$ cat config.mk
export PLATFORM = sky130hd
export DESIGN_NAME = button_control_bank
export DESIGN_NICKNAME = d
export VERILOG_FILES = /design/src/rtl/button_control_bank.sv
export SDC_FILE = /design/constraint.sdc
export NUM_CORES = 1
export LEC_CHECK = 0
export BUFFER_PORTS_ARGS = -buffer_cell sky130_fd_sc_hd__buf_2
export CAP_MARGIN = 10
export CORE_ASPECT_RATIO = 1.4
export CORE_UTILIZATION = 60
export CTS_CLUSTER_SIZE = 12
export DETAILED_ROUTE_END_ITERATION = 10
export PLACE_DENSITY = 0.87
export SLEW_MARGIN = 20
export SYNTH_ARGS = -nofsm -noshare
export SYNTH_HDL_FRONTEND = slang
export SYNTH_SLANG_ARGS = --single-unit
$ cat constraint.sdc
create_clock -name i_clk -period 2.27 [get_ports i_clk]
set_input_delay 0.3405 -clock i_clk [delete_from_list [all_inputs] [get_ports i_clk]]
set_output_delay 0.3405 -clock i_clk [all_outputs]
set_load 0.01 [all_outputs]
$ cat src/rtl/button_control_bank.sv
// Multi-channel key front end: two-flop synchroniser, polarity fix, debounce, press/release
// pulses and toggle mode. Define BUTTON_LONG_PRESS_EN to build the long-press hold counters.
module button_control_bank #(
  parameter int unsigned CHANNELS        = 4,
  parameter int unsigned DEBOUNCE_CYCLES = 1000000,
  parameter int unsigned CNT_W           = 20,
  parameter bit          ACTIVE_LOW      = 1'b1,
  parameter int unsigned HOLD_CYCLES     = 50000000
) (
  input  logic                i_clk,
  input  logic                i_reset,
  input  logic [CHANNELS-1:0] i_key_in,
  input  logic [CHANNELS-1:0] i_mode_clear,
  output logic [CHANNELS-1:0] o_pressed,
  output logic [CHANNELS-1:0] o_press_pulse,
  output logic [CHANNELS-1:0] o_release_pulse,
  output logic [CHANNELS-1:0] o_mode,
  output logic [CHANNELS-1:0] o_hold_pulse
);

  localparam logic             IDLE_LEVEL = ACTIVE_LOW;
  localparam logic [CNT_W-1:0] DB_LAST    = CNT_W'(DEBOUNCE_CYCLES - 1);

  // Elaboration-time parameter sanity checks.
  if (CHANNELS < 1) begin : g_bad_channels
    $error("button_control_bank: CHANNELS must be at least 1");
  end
  if (DEBOUNCE_CYCLES < 1) begin : g_bad_debounce
    $error("button_control_bank: DEBOUNCE_CYCLES must be at least 1");
  end
  if ((CNT_W < 32) && ((DEBOUNCE_CYCLES - 1) >= (32'd1 << CNT_W))) begin : g_bad_cnt_w
    $error("button_control_bank: CNT_W too narrow for DEBOUNCE_CYCLES-1");
  end
  if (HOLD_CYCLES < 1) begin : g_bad_hold
    $error("button_control_bank: HOLD_CYCLES must be at least 1");
  end

  for (genvar g = 0; g < CHANNELS; g++) begin : g_chan
    logic             r_sync0;
    logic             r_sync1;
    logic             r_pressed;
    logic             r_press_pulse;
    logic             r_release_pulse;
    logic             r_mode;
    logic [CNT_W-1:0] r_cnt;
    logic             w_level;
    logic             w_differs;
    logic             w_accept;
    logic             w_pressed_next;
    logic [CNT_W-1:0] w_cnt_next;

    assign w_level = ACTIVE_LOW ? ~r_sync1 : r_sync1;

    // Any return to the stable level restarts the count, so short glitches never land.
    always_comb begin
      w_differs      = (w_level != r_pressed);
      w_accept       = w_differs && (r_cnt == DB_LAST);
      w_pressed_next = w_accept ? w_level : r_pressed;
      w_cnt_next     = (!w_differs || w_accept) ? '0 : r_cnt + CNT_W'(1);
    end

    always_ff @(posedge i_clk) begin
      if (i_reset) begin
        r_sync0         <= IDLE_LEVEL;
        r_sync1         <= IDLE_LEVEL;
        r_cnt           <= '0;
        r_pressed       <= 1'b0;
        r_press_pulse   <= 1'b0;
        r_release_pulse <= 1'b0;
        r_mode          <= 1'b0;
      end else begin
        r_sync0         <= i_key_in[g];
        r_sync1         <= r_sync0;
        r_cnt           <= w_cnt_next;
        r_pressed       <= w_pressed_next;
        r_press_pulse   <= w_accept && w_level;
        r_release_pulse <= w_accept && !w_level;
        if (i_mode_clear[g]) begin
          r_mode <= 1'b0;
        end else if (w_accept && w_level) begin
          r_mode <= ~r_mode;
        end
      end
    end

`ifdef BUTTON_LONG_PRESS_EN
    localparam logic [31:0] HOLD_LAST = 32'(HOLD_CYCLES);

    logic [31:0] r_hold_cnt;
    logic [31:0] w_hold_next;
    logic        r_hold_pulse;

    // Counts on the next pressed value so the press_pulse cycle reads as count 1.
    always_comb begin
      if (!w_pressed_next) begin
        w_hold_next = '0;
      end else if (r_hold_cnt == HOLD_LAST) begin
        w_hold_next = r_hold_cnt;
      end else begin
        w_hold_next = r_hold_cnt + 32'd1;
      end
    end

    always_ff @(posedge i_clk) begin
      if (i_reset) begin
        r_hold_cnt   <= '0;
        r_hold_pulse <= 1'b0;
      end else begin
        r_hold_cnt   <= w_hold_next;
        r_hold_pulse <= (w_hold_next == HOLD_LAST) && (r_hold_cnt != HOLD_LAST);
      end
    end

    assign o_hold_pulse[g] = r_hold_pulse;
`else
    assign o_hold_pulse[g] = 1'b0;
`endif

    assign o_pressed[g]       = r_pressed;
    assign o_press_pulse[g]   = r_press_pulse;
    assign o_release_pulse[g] = r_release_pulse;
    assign o_mode[g]          = r_mode;
  end

endmodule
==> flow_metrics.env <==
export IMPL_routabilityCongestion=0.895
export IMPL_arrival_ps=2280
export IMPL_post_route_util_pct=66.8
export IMPL_startpoint="g_chan[0].r_cnt[5]$_SDFF_PP0_"
export IMPL_wl_mm=8.68
export IMPL_hold_violations=0
export IMPL_setup_viol=0
export IMPL_synth_mux_area_share_pct=0
export IMPL_synth_edf_count=0
export IMPL_htreeDepth=3
export IMPL_total_power_mw=3.25
export IMPL_ioPinCount=30
export IMPL_finalSetupTns_ps=0
export IMPL_syn_inst=511
export IMPL_firstDrtPassIters=5
export IMPL_status="finished, final reports clean"
export IMPL_synth_avg_cell_area_um2=8.94
export IMPL_rows=37
export IMPL_synthAdderAreaFrac_pct=1.10
export IMPL_track_usage_pct=23.9
export IMPL_post_route_period_util_pct=87.4
export IMPL_power_density_mw_per_mm2=660
export IMPL_fin_worst_skew_ps=10.9
export IMPL_hpwl_mm=6.04
export IMPL_clockBufferDepth=2
export IMPL_leakagePower_nw=1.51
export IMPL_dr_total_vias=3728
export IMPL_yosysTopAreaCell="dfxtp_1"
export IMPL_rrSetupSlack_ps=280
export IMPL_layout_setup_ws_ps=285
export IMPL_drc=0
export IMPL_postRouteAntennaNets=0
export IMPL_gr_total_overflow=0
export IMPL_synthTopCellsByCount="dfxtp_1 (104), nor2_1 (59), xnor2_1 (37)"
export IMPL_hp_class="in -> reg"
export IMPL_core_area_mm2=0.00736
export IMPL_post_cts_buffers=0
export IMPL_synth_top_area_share_pct=45.6
export IMPL_worstHoldStart="i_mode_clear[2]"
export IMPL_grt_max_degree=25
export IMPL_synth_top_family_by_area="simple AND/OR/NAND/NOR gates"
export IMPL_synthArstFlopShare_pct=0
export IMPL_dieArea_mm2=0.00797
export IMPL_cts_made_buffers=9
export IMPL_postCtsHoldBufs=0
export IMPL_synth_seq_area_share_pct=45.6
export IMPL_grt_pass1_vias=3534
export IMPL_post_place_ws_ps=357
export IMPL_crit_path_start_kind="register"
export IMPL_drt_iter0_drc=192
export IMPL_grt_pass1_wl_mm=14.9
export IMPL_ir_worst_vdd_mv=0.397
export IMPL_worst_setup_path_end_kind="register"
export IMPL_final_nets=539
export IMPL_required_ps=2560
export IMPL_drv_slew=0
export IMPL_clockRootBuffer="clkbuf_8"
export IMPL_worst_pin_slew_ps=611
export IMPL_syn_to_final_growth_pct=7.61
export IMPL_via_per_inst=5.95
export IMPL_reg2reg_from="g_chan[0].r_cnt[5]$_SDFF_PP0_"
export IMPL_synth_xor_area_share_pct=9.58
export IMPL_clk_pin_slew_ps=100
export IMPL_wire_per_inst_um=13.8
export IMPL_synth_seq_cells=104
export IMPL_fill_cells=586
export IMPL_synth_main_ff_cell="dfxtp_1"
export IMPL_ys_warn_count=0
export IMPL_clock_sinks=104
export IMPL_path_cells="nand4_1 -> or3_1 -> or4b_1 -> a21oi_1"
export IMPL_cp_top_family="simple AND/OR/NAND/NOR gates"
export IMPL_synth_most_common_cell="dfxtp_1"
export IMPL_max_stage_delay_ps=520
export IMPL_relSlewSlack_pct=58.9
export IMPL_crit_path_top_delay_cell="or3_1"
export IMPL_rsz0062_at_grt="false"
export IMPL_synth_compound_area_share_pct=9.17
export IMPL_cts_tree="built"
export IMPL_cts_resized=0
export IMPL_path_class="reg -> reg"
export IMPL_yosys_area_share_simple_pct=29.4
export IMPL_ys_types=42
export IMPL_path_buf_inv=0
export IMPL_die_y_um=105
export IMPL_diodes=0
export IMPL_path_max_fanout=6
export IMPL_placement_io_buffers=25
export IMPL_maxCapViolCount=0
export IMPL_yosys_top_cells_area="dfxtp_1 (46%), xnor2_1 (7.1%), nor2_1 (4.8%)"
export IMPL_synth_area_mm2=0.00457
export IMPL_start_util_pct=62.1
export IMPL_max_freq_mhz=504
export IMPL_clock_latency_ps=370
export IMPL_dieWidth_um=75.8
export IMPL_fin_crit_ps=1990
export IMPL_antenna_found_initial=0
export IMPL_drive_gt1_share_pct=12.6
==> worst paths after layout <==
kind,end,depth (start not counted)
worst min register to register,g_chan[2].r_sync1$_SDFF_PP1_,1
worst min-delay path,g_chan[2].r_mode$_SDFFE_PP0P_,2
worst max register to register,g_chan[0].r_cnt[19]$_SDFF_PP0_,4
worst max-delay path,g_chan[0].r_cnt[19]$_SDFF_PP0_,4
==> where the power goes <==
part	internal, mW	switching, mW	leakage, nW
Combinational	0.0175	0.0296	0.556
Sequential	1.83	0.00538	0.839
Clock	0.734	0.629	0.119
Total	2.58	0.664	1.51
==> layer usage <==
metal  vias to the layer above  global-route usage, %  routed length (um)
met2                       106                   38.7                4300
met3                        36                   5.45                 385
li1                       1836                      -                   -
met1                      1750                   28.3                3670
met4                         0                   13.6                 331
met5                         -                      0                   0
==> cells by family (layout without fill, tap and decap cells) <==
kind of cell	count (synthesis)	count (layout)
simple gates	243	243
flops	104	104
compound gates	68	68
xor+xnor	50	50
buf+inv	41	57
fa+ha+maj	4	4
other cells	1	4
==> area by class of cell <==
type                            instances  area, um^2  area share (%)
Clock buffer                            9         124            2.52
Sequential cell                       104        2080            42.3
Tap cell                               97         121            2.47
Multi-Input combinational cell        369        2270            46.1
Timing Repair Buffer                   30         163            3.31
Clock inverter                          7         120            2.44
Inverter                               11        41.3           0.840
==> registers in the layout, summed over array words and instances, names as in the netlist <==
name / count
g_chan.r_sync1: 4
g_chan.r_mode: 4
g_chan.r_release_pulse: 4
g_chan.r_press_pulse: 4
g_chan.r_sync0: 4
g_chan.r_cnt: 80
g_chan.r_pressed: 4
==> metrics by stage <==
| step | instance area (um^2) | hold WS [ps] | instances |
|---|---|---|---|
| 3_3_place_gp | 4670 | 393 | 611 |
| 4_1_cts | 4920 | 111 | 627 |
| 6_report | 4920 | 117 | 627 |
| 2_1_floorplan | 4580 | 389 | 514 |
| 3_5_place_dp | 4670 | 393 | 611 |
| 5_1_grt | 4920 | 102 | 627 |
==> placed cells by master (no fill, tap or decap), types with 5 or more instances in the layout <==
cell type and instances:
xnor2_1 37, nand4b_1 5, or2_2 14, clkbuf_8 9, dfxtp_1 104, buf_4 5
nand3_1 28, or4_1 11, nand2_1 27, inv_1 11, nor3_1 18, o31ai_1 10
buf_2 25, nor4_1 14, xor2_1 13, o21ai_0 10, nor3b_1 5, or3_1 12
a21oi_1 29, and3_1 9, nand4_1 18, nor2_1 59, nor4b_1 6
No activity file was read; power rests on OpenSTA's default activity.
